==> config.mk <==
export PLATFORM = sky130hd
export DESIGN_NAME = bit_permute_pipe
export DESIGN_NICKNAME = d
export VERILOG_FILES = /design/src/rtl/bit_permute_pipe_pkg.sv /design/src/rtl/bit_permute.sv /design/src/rtl/bit_permute_pipe.sv
export SDC_FILE = /design/constraint.sdc
export NUM_CORES = 1
export LEC_CHECK = 0
export CAP_MARGIN = 20
export CORE_UTILIZATION = 40
export DETAILED_ROUTE_END_ITERATION = 8
export PLACE_DENSITY = 0.66
export REMOVE_ABC_BUFFERS = 1
export SLEW_MARGIN = 20
export SYNTH_ARGS = -nofsm -noshare
export SYNTH_HDL_FRONTEND = slang
export SYNTH_SLANG_ARGS = --single-unit
==> constraint.sdc <==
create_clock -name clk -period 1.9 [get_ports clk]
set_input_delay 0.19 -clock clk [delete_from_list [all_inputs] [get_ports clk]]
set_output_delay 0.19 -clock clk [all_outputs]
set_load 0.005 [all_outputs]
==> src/rtl/bit_permute_pipe_pkg.sv <==
// Shared permutation mode encodings for the bit-permute pipeline and the FPA/FPM control.
package bit_permute_pipe_pkg;

    typedef enum logic [1:0] {
        BP_PASS  = 2'b00,
        BP_REV   = 2'b01,
        BP_GREV  = 2'b10,
        BP_GSWAP = 2'b11
    } bp_mode_e;

endpackage

==> src/rtl/bit_permute.sv <==
// Combinational word permutation: pass, full reverse, reverse within group, group-order swap.
module bit_permute
    import bit_permute_pipe_pkg::*;
#(
    parameter int unsigned WIDTH = 32,
    parameter int unsigned GRP   = 8
) (
    input  logic [WIDTH-1:0] x,
    input  bp_mode_e         mode,
    output logic [WIDTH-1:0] c
);

    localparam int unsigned NGRP = WIDTH / GRP;

    logic [WIDTH-1:0] rev;
    logic [WIDTH-1:0] grev;
    logic [WIDTH-1:0] gswap;

    for (genvar i = 0; i < WIDTH; i++) begin : g_rev
        assign rev[i] = x[WIDTH-1-i];
    end

    // Group g keeps its slot for grev; gswap moves it whole to slot NGRP-1-g.
    for (genvar g = 0; g < NGRP; g++) begin : g_grp
        for (genvar j = 0; j < GRP; j++) begin : g_bit
            assign grev[g*GRP + j]            = x[g*GRP + GRP-1-j];
            assign gswap[(NGRP-1-g)*GRP + j]  = x[g*GRP + j];
        end
    end

    always_comb begin
        c = x;
        case (mode)
            BP_REV:   c = rev;
            BP_GREV:  c = grev;
            BP_GSWAP: c = gswap;
            default:  c = x;
        endcase
    end

endmodule

==> src/rtl/bit_permute_pipe.sv <==
// Two-stage bit permutation pipeline with leading-zero count and valid/ready handshake.
module bit_permute_pipe
    import bit_permute_pipe_pkg::*;
#(
    parameter int unsigned WIDTH = 32,
    parameter int unsigned GRP   = 8,
    parameter int unsigned LZW   = $clog2(WIDTH + 1)
) (
    input  logic             clk,
    input  logic             reset,
    input  logic             in_valid,
    output logic             in_ready,
    input  logic [1:0]       in_mode,
    input  logic [WIDTH-1:0] in_data,
    output logic             out_valid,
    input  logic             out_ready,
    output logic [WIDTH-1:0] out_data,
    output logic [LZW-1:0]   out_lz
);

    logic             s1_valid;
    logic [WIDTH-1:0] s1_data;
    logic [WIDTH-1:0] perm_c;
    logic [LZW-1:0]   lz_c;
    logic             adv1;
    logic             adv2;

    // S2 drains when empty or accepted; S1 may refill whenever S2 will take its word.
    assign adv2     = !out_valid || out_ready;
    assign adv1     = !s1_valid || adv2;
    assign in_ready = adv1;

    bit_permute #(
        .WIDTH (WIDTH),
        .GRP   (GRP)
    ) u_perm (
        .x    (in_data),
        .mode (bp_mode_e'(in_mode)),
        .c    (perm_c)
    );

    // Priority chain: the highest set bit of the S1 word overrides every lower one.
    for (genvar i = 0; i < WIDTH; i++) begin : g_lz
        logic [LZW-1:0] cnt;
        if (i == 0) begin : g_first
            assign cnt = s1_data[0] ? LZW'(WIDTH - 1) : LZW'(WIDTH);
        end else begin : g_next
            assign cnt = s1_data[i] ? LZW'(WIDTH - 1 - i) : g_lz[i-1].cnt;
        end
    end
    assign lz_c = g_lz[WIDTH-1].cnt;

    always_ff @(posedge clk or posedge reset) begin
        if (reset) begin
            s1_valid <= 1'b0;
            s1_data  <= '0;
        end else if (adv1) begin
            s1_valid <= in_valid;
            if (in_valid) begin
                s1_data <= perm_c;
            end
        end
    end

    always_ff @(posedge clk or posedge reset) begin
        if (reset) begin
            out_valid <= 1'b0;
            out_data  <= '0;
            out_lz    <= LZW'(WIDTH);
        end else if (adv2) begin
            out_valid <= s1_valid;
            if (s1_valid) begin
                out_data <= s1_data;
                out_lz   <= lz_c;
            end
        end
    end

endmodule

After elaboration in Yosys (flattened, before gate mapping)
Cells that the tools add are included.
- bits in registers: 72
- input port bits: 38
- logic and storage cells: 47
- eq/ne operators: 3
- multiplexer cells: 33
- reduce and logical (&&, ||, !) cells: 6
- operators with widths (operator ; count):
    6-bit 2-to-1 mux ; 32
    32-bit one-hot mux with 3 select lines ; 1
    2-bit == test (second input constant) ; 2
    2-bit AND reduction ; 2
    2-bit by 1-bit == test with 1-bit output (second input constant) ; 1
    1-bit logical NOT ; 2
    1-bit logical OR ; 2

Logic depth before layout (Yosys ltp)
- word-level depth: 32
- gate-level depth with buffers: 5
- depth with buffers taken out: 5

Modules after synthesis
A second synthesis with hierarchy kept.
- cells, all modules: 272
- area total of the unflattened synthesis: 3839.9 sq um
- by module, submodules not included (module ; times used ; cells an instance ; area each (sq um) ; sequential area each (sq um)):
    bit_permute_pipe ; 1 ; 232 ; 3015.4 ; 1803.0
    bit_permute ; 1 ; 40 ; 824.5 ; 0.0

Worst setup path before layout
Ideal clock, no wire load.
- kind: reg-to-reg
- start point: reg s1_data[4]
- end point: reg out_lz[4]
- setup time: 0.122 ns
- data arrival time: 1.527 ns
- required time: 1.778 ns
- slack: 0.251 ns
- stages on the path, launching flop included: 4
- period minus slack after synthesis: 1.649 ns
- path through: dfrtp_1 or4_4 or3_1 a32o_1
- word-level cells in the longest chain between the ends: 28
- ends and longest elaborated chain (item ; line ; source):
    start: declaration ; bit_permute_pipe.sv:22 ; logic [WIDTH-1:0] s1_data;
    start signal: assignment ; bit_permute_pipe.sv:60 ; s1_data <= perm_c;
    6-bit 2-to-1 mux (28 in a row) ; bit_permute_pipe.sv:48 ; assign cnt = s1_data[i] ? LZW'(WIDTH - 1 - i) : g_lz[i-1].cnt;
    end signal: assignment ; bit_permute_pipe.sv:69 ; out_lz <= LZW'(WIDTH);
    end signal: assignment ; bit_permute_pipe.sv:74 ; out_lz <= lz_c;
    end: declaration ; bit_permute_pipe.sv:18 ; output logic [LZW-1:0] out_lz
No other way between the ends.
A chain may end at the register's enable or synchronous reset.

Final worst setup path
- start point: reg s1_data[5]
- end point: reg out_lz[4]
- word-level cells in the longest chain between the ends: 27
- ends and longest elaborated chain (item ; line):
    6-bit 2-to-1 mux (27 in a row) ; bit_permute_pipe.sv:48
No other way between the ends.

==> out/qor.log <==
INFO  run_status     status=finished clean
INFO  detailed_routing initialDrtViolationCount=110
INFO  detailed_routing drt-vias-per-instance=5.676
INFO  placed_design  post_dp_cell_area=0.004798sqmm
INFO  global_routing grt_antenna_before_repair=0
INFO  synthesis      synthesis.area=0.003764sqmm
INFO  synthesis      synth_sequential_area_ratio=0.4791
INFO  die            io_pins=78
INFO  timing         maxClockFrequency=565.6MHz
INFO  power          p_sw_frac=0.2621
INFO  hold_path      min-delay-path-class=in -> async
INFO  timing         hold_ws=181.7ps
INFO  cts            h_tree_levels=3
INFO  synthesis      synthesis.instances=272
INFO  die            floorplan.die.width=99um
INFO  die            initial_core_util=0.4093
INFO  critical_path  critical_path.slowest_cell=sky130_fd_sc_hd__or4_4
INFO  layout         syn2layout_area_growth=34.24%
INFO  layout         postLayoutCellArea=0.005052sqmm
INFO  cts            postCtsSetupBuffers=0
INFO  cts            path_clk_slew=80ps
INFO  timing         fin_crit_sh=0.9306
INFO  cts            clock-root-buffer=sky130_fd_sc_hd__clkbuf_8
INFO  die            area_of_the_placeable_core=0.009196sqmm
INFO  timing         tightest_slew=458.1ps
INFO  layout         layout.filler_cells=806
INFO  layout         finish.net_count=400
INFO  critical_path  ff2ff_path_depth=3
INFO  power          total_leakage_power=1.988nW
INFO  detailed_routing drt_wl_total=8302um
INFO  power          p_int=3.779mW
INFO  critical_path  kind_of_critical_path=reg -> reg
INFO  detailed_routing drcViolationCount=0
INFO  cts            tritoncts.num_buffers=9
INFO  synthesis      avgSynthCellArea=13.84squm
INFO  global_routing maximum_number_of_pins_on_one_net_before_global_route_repair=40
INFO  timing         grt_setup_unrepaired=false
INFO  layout         commonest_non_fill_non_tap_cell_in_the_layout=sky130_fd_sc_hd__clkdlybuf4s50_1
INFO  timing         maxSlewHeadroom=0.6867
INFO  critical_path  worst_path_largest_cell_delay=560ps
INFO  power          power_frac_clock=0.290
INFO  layout         final_cell_mix=sky130_fd_sc_hd__clkdlybuf4s50_1 (76), sky130_fd_sc_hd__dfrtp_1 (71), sky130_fd_sc_hd__mux2_2 (58), sky130_fd_sc_hd__mux4_2 (32), sky130_fd_sc_hd__nor2_1 (17)
INFO  critical_path  required=2140ps
INFO  global_routing grt_pass1_vias=2704
INFO  critical_path  crit_path_cell_trace=or4_4 > or3_1 > a32o_1
INFO  synthesis      synth-seq-cells=72
INFO  placed_design  dp_hpwl=6166um
INFO  critical_path  crit-reg2reg-launch=s1_data[5]
INFO  layout         combined_area_of_the_multi_input_logic_cells=0.001862sqmm
INFO  layout         layout-drive-gt1-share=0.3515
INFO  critical_path  critical_path_source=s1_data[5]
INFO  critical_path  timing.critical_path.fanout_max=5
INFO  detailed_routing drtAntennaViolNets=0
INFO  cts            clk-insertion-delay-late=350ps
INFO  die            die_height=99um
INFO  detailed_routing drt_pass1_iterations=4
INFO  power          vdd_ir_drop_max=388.0uV
INFO  critical_path  timing.rr.end=out_lz[4]
INFO  power          p_per_area=1013mW/mm^2
INFO  timing         final-hold-violation-count=0
INFO  job            drv_cap=0
INFO  global_routing overall_global_routing_usage=0.1851
INFO  cts            tritoncts=done
INFO  synthesis      yosys.cell_types.count=33
INFO  timing         finClkSkew=9.587ps
INFO  power          switchingPower=1.342mW
INFO  power          power.sequential.fraction=0.433
INFO  die            fp.dieArea=0.009801sqmm
INFO  die            std_cell_rows=35
INFO  timing         finalSetupViolCount=0
INFO  cts            ctsLongestPathBuffers=2
INFO  cts            cts.hold.buffers_added=0
INFO  critical_path  critPathLaunchType=register
INFO  placed_design  placement.io_buffers=77
INFO  detailed_routing detailroute.via_count=2713
INFO  critical_path  crit_arrival=2010ps
INFO  placed_design  finalWeightedCongestion=0.7862
INFO  layout         seqCellArea=0.001803sqmm
INFO  layout         antenna_cells_inserted=0
INFO  cts            clock_sinks=72
INFO  critical_path  setup.reg_to_reg.worst_slack=130ps
INFO  critical_path  type_of_destination_of_the_critical_path=register
INFO  synthesis      yosysWarnings=0
INFO  global_routing grt_overflow=0
INFO  power          power.total=5.120mW
INFO  power          combPwrFrac=0.277
INFO  timing         min_period=1768ps
INFO  cts            cts_repair_resize_count=0
INFO  global_routing grt_pass1_wl=13770um
INFO  timing         slew_viol_final=0
INFO  detailed_routing routed_wire_length_per_instance=17.37um
cell usage after synthesis:
cell type | count | area share
sky130_fd_sc_hd__nand4b_1 | 1 | 0.0023
sky130_fd_sc_hd__nor4_1 | 7 | 0.012
sky130_fd_sc_hd__a31o_2 | 1 | 0.0023
sky130_fd_sc_hd__nand2b_1 | 3 | 0.0050
sky130_fd_sc_hd__buf_2 | 13 | 0.017
sky130_fd_sc_hd__a22o_1 | 2 | 0.0047
sky130_fd_sc_hd__a32o_1 | 1 | 0.0027
sky130_fd_sc_hd__a2111oi_0 | 2 | 0.0047
sky130_fd_sc_hd__o31a_1 | 1 | 0.0023
sky130_fd_sc_hd__o221a_2 | 1 | 0.0030
sky130_fd_sc_hd__nand3b_1 | 1 | 0.0020
sky130_fd_sc_hd__o31ai_1 | 1 | 0.0020
sky130_fd_sc_hd__or4_4 | 1 | 0.0030
sky130_fd_sc_hd__a21oi_1 | 5 | 0.0066
sky130_fd_sc_hd__dfstp_2 | 1 | 0.0070
sky130_fd_sc_hd__o211ai_1 | 1 | 0.0020
sky130_fd_sc_hd__mux2_2 | 58 | 0.17
sky130_fd_sc_hd__nor2_1 | 17 | 0.017
sky130_fd_sc_hd__o21ai_0 | 12 | 0.016
sky130_fd_sc_hd__clkbuf_1 | 2 | 0.0020
sky130_fd_sc_hd__nand3_1 | 2 | 0.0027
sky130_fd_sc_hd__or3_1 | 1 | 0.0017
sky130_fd_sc_hd__o2111ai_1 | 1 | 0.0023
sky130_fd_sc_hd__nor2b_1 | 2 | 0.0033
sky130_fd_sc_hd__nor3_1 | 4 | 0.0053
sky130_fd_sc_hd__nand2_1 | 15 | 0.015
sky130_fd_sc_hd__dfrtp_1 | 71 | 0.47
sky130_fd_sc_hd__o311ai_0 | 3 | 0.0070
sky130_fd_sc_hd__o21bai_1 | 1 | 0.0020
sky130_fd_sc_hd__nand4_1 | 1 | 0.0017
sky130_fd_sc_hd__mux4_2 | 32 | 0.19
sky130_fd_sc_hd__a31oi_1 | 1 | 0.0017
sky130_fd_sc_hd__inv_1 | 7 | 0.0070
flip-flops by register name, indices dropped and copies added (netlist names):
signal / count
out_data: 32
s1_data: 32
out_lz: 6
out_valid: 1
s1_valid: 1
layout make-up:
| class | count | area share |
|---|---|---|
| timing repair buffer | 94 | 0.1917 |
| tap | 111 | 0.02749 |
| inverter | 7 | 0.005201 |
| clock inverter | 5 | 0.02031 |
| clock buffer | 11 | 0.02997 |
| multi-input combinational | 178 | 0.3685 |
| sequential | 72 | 0.3569 |
critical path: cells and delay by family (launching register included):
kind | cells | cell delay [ps]
compound gates | 1 | 270
flops | 1 | 450
simple gates | 2 | 950
per-layer routing:
layer,part of all wire,global-route usage,vias to the layer above
met5,0,0,-
met4,0.012,0.08266,0
met3,0.055,0.04043,7
met2,0.48,0.2878,82
met1,0.45,0.2504,1385
li1,-,-,1239
power groups by stage:
stage,logic [mW],clock network [mW],registers [mW]
2_1_floorplan,0.630,0,2.17
3_3_place_gp,1.41,0,2.23
3_5_place_dp,1.43,0,2.25
4_1_cts,1.44,1.52,2.22
5_1_grt,1.54,1.60,2.27
6_report,1.42,1.49,2.22
per-stage QoR:
step | util | std cells | TNS [ps] | worst slack [ps]
final | 0.5494 | 478 | 0 | 131.9
after global routing | 0.5494 | 478 | 0 | 76.67
after CTS | 0.5494 | 478 | 0 | 141.3
after detailed placement | 0.5218 | 462 | 0 | 82.86
after global placement | 0.5218 | 462 | 0 | 107.9
after floorplan | - | 257 | -8042 | -113.3
worst max-delay path by stage:
stage,end,slack (ps),depth (start not counted)
floorplan,out_data[0],-110,1
global placement,s1_data[31],110,4
detailed placement,s1_data[2],80,4
CTS,out_lz[4],140,3
global route,out_lz[1],80,5
finish,out_lz[4],130,3
kinds of logic (layout without fill, tap and decap cells):
group           count (synthesis)  in the layout  synth area share
compound gates                 33             33           0.05918
mux                            90             90            0.3650
buf+inv                        22            117           0.02626
flops                          72             72            0.4791
simple gates                   55             55           0.07048
Power figures use the tool's default switching activity.
==> edit (same settings) <==
`WIDTH` is set to 32 in 2 places; all go to 16.
--- a/src/rtl/bit_permute.sv
+++ b/src/rtl/bit_permute.sv
@@ -2,7 +2,7 @@
 module bit_permute
     import bit_permute_pipe_pkg::*;
 #(
-    parameter int unsigned WIDTH = 32,
+    parameter int unsigned WIDTH = 16,
     parameter int unsigned GRP   = 8
 ) (
     input  logic [WIDTH-1:0] x,
--- a/src/rtl/bit_permute_pipe.sv
+++ b/src/rtl/bit_permute_pipe.sv
@@ -2,7 +2,7 @@
 module bit_permute_pipe
     import bit_permute_pipe_pkg::*;
 #(
-    parameter int unsigned WIDTH = 32,
+    parameter int unsigned WIDTH = 16,
     parameter int unsigned GRP   = 8,
     parameter int unsigned LZW   = $clog2(WIDTH + 1)
 ) (
Ports: changed (resized in_data, out_data and out_lz); port bits go from 78 to 45. No check against the original RTL was run, so the function may have changed too.
==> edit against the unedited design <==
Power fell by 50%. Sequential cell count down 33. Critical path depth up 1. Final area fell by 47%. Synthesized area fell by 47%. Non-clock buffer count decreased by 44. Worst setup slack gained 0.24 ns. Routed wire length shrank 52%. Critical endpoint is now s1_data[13]. Highest routed layer unchanged.
==> edit: results (changes against the unedited design) <==
Run status
  – Outcome: finished, final reports clean (unchanged)

Timing
  – Fin Hold WS: 0.309 ns (was 0.182 ns)
  – Worst Skew: 0.00653 ns (was 0.00959 ns)
  – Max-slew headroom at the worst pin: 68.1% (was 68.7%)

Logic synthesis
  – Seq/Total Area, Yosys: 48.6% (was 47.9%)
  – Synth area leaders: dfrtp_1, mux2_2, mux4_2 (was dfrtp_1, mux4_2, mux2_2)
  – Syn Inst Count: 145 (was 272)
  – Distinct cell type count after synthesis: 30 (was 33)
  – Synth cell count leaders: dfrtp_1, mux2_2, mux4_2 (unchanged)

Detailed routing
  – Routed WL: 3.96 mm (was 8.30 mm)
  – WL per Instance: 15.1 um (was 17.4 um)
  – Initial DRC Count: 71 (was 110)

Layout
  – FILL cells: 400 (was 806)
  – Largest registers: out_data (16), s1_data (16), out_lz (5) (was out_data (32), s1_data (32), out_lz (6))
  – Layout cells sized above 1: 27.7% (was 35.1%)

Placed design
  – GPL Wtd Cong: 0.772 (was 0.786)
  – DP HPWL: 3.11 mm (was 6.17 mm)
  – Inst Count DP: 255 (was 462)

Power and ir drop
  – VDD IR max: 0.387 mV (was 0.388 mV)
  – Pleak: 1.06 nW (was 1.99 nW)

Clocking
  – Worst-path clk slew: 0.07 ns
  – Htree depth: 2 (was 3)
  – TritonCTS Buffers: 5 (was 9)
  – Clk_lat worst skew: 0.29 ns (was 0.35 ns)

Global routing
  – Total track usage: 16.6% (was 18.5%)
  – First-pass GRT wire length: 6.61 mm (was 13.8 mm)
  – Number of global-route vias before repair: 1416 (was 2704)

Critical path
  – Worst reg2reg setup slack: 0.41 ns (was 0.13 ns)
  – Worst r2r src: s1_data[7] (was s1_data[5])
  – RR Endpoint: out_lz[0] (was out_lz[4])
  – Slowest stage cell on the critical path: mux4_1 (was or4_4)
  – CP Max Fanout: 16 (was 5)
  – Worst R2R Path Depth: 4 (was 3)
-- edit: cell types whose count changed after synthesis, sizes merged, moves of 4 or more --
cell and delta:
nor2 -9, nor4 -5, o21ai -4, nand2 -4, buf -7, mux4 -16, mux2 -30, dfrtp -33
-- edit: final cells by class --
| class | instances | area [um2] | area share, % |
|---|---|---|---|
| Clock inverter | 2 | 37.5 | 1.41 |
| Tap cell | 67 | 83.8 | 3.16 |
| Inverter | 5 | 18.8 | 0.707 |
| Sequential cell | 39 | 977 | 36.8 |
| Multi-Input combinational cell | 94 | 960 | 36.1 |
| Clock buffer | 5 | 68.8 | 2.59 |
| Timing Repair Buffer | 50 | 510 | 19.2 |
-- edit: worst max-delay path by stage --
stage	cells past startpoint	from	slack [ns]	end
after floorplan	4	out_valid	0.35	out_lz[4]
after global placement	4	in_mode[0]	0.11	s1_data[12]
after detailed placement	4	in_mode[0]	0.06	s1_data[13]
after CTS	2	s1_valid	0.36	in_ready
after global routing	2	s1_valid	0.31	in_ready
final	4	in_mode[0]	0.37	s1_data[13]
-- edit: cells by family after synthesis --
| family | after synthesis | synth area share, % |
|---|---|---|
| AO/OA/AOI/OAI | 17 | 5.35 |
| flip-flops | 39 | 48.6 |
| buffers and inverters | 12 | 3.67 |
| multiplexers | 45 | 34.8 |
| AND/OR/NAND/NOR | 32 | 7.53 |
-- edit: stage by stage --
| step | instance area [um2] | setup WS (ns) |
|---|---|---|
| 6_report | 2660 | 0.372 |
| 5_1_grt | 2660 | 0.309 |
| 4_1_cts | 2660 | 0.360 |
| 3_5_place_dp | 2550 | 0.0644 |
| 3_3_place_gp | 2550 | 0.109 |
| 2_1_floorplan | 1960 | 0.351 |
-- edit: metal layers --
metal / vias to the layer above / share of wire (%) / track usage [%]
met2: 38 / 51 / 28.8
met4: 0 / 1.8 / 8.06
met5: - / 0 / 0
li1: 648 / - / -
met1: 711 / 44 / 20.8
met3: 5 / 2.9 / 1.80
-- edit: worst max-delay path, delay by kind of cell --
family / cells / cell delay, ns
muxes: 2 / 0.84
buffers and inverters: 2 / 0.67
-- edit: where the power goes --
group / internal (mW) / switching, mW / total (mW)
Clock: 0.383 / 0.275 / 0.658
Combinational: 0.474 / 0.245 / 0.719
Sequential: 1.02 / 0.150 / 1.17
Total: 1.88 / 0.670 / 2.55
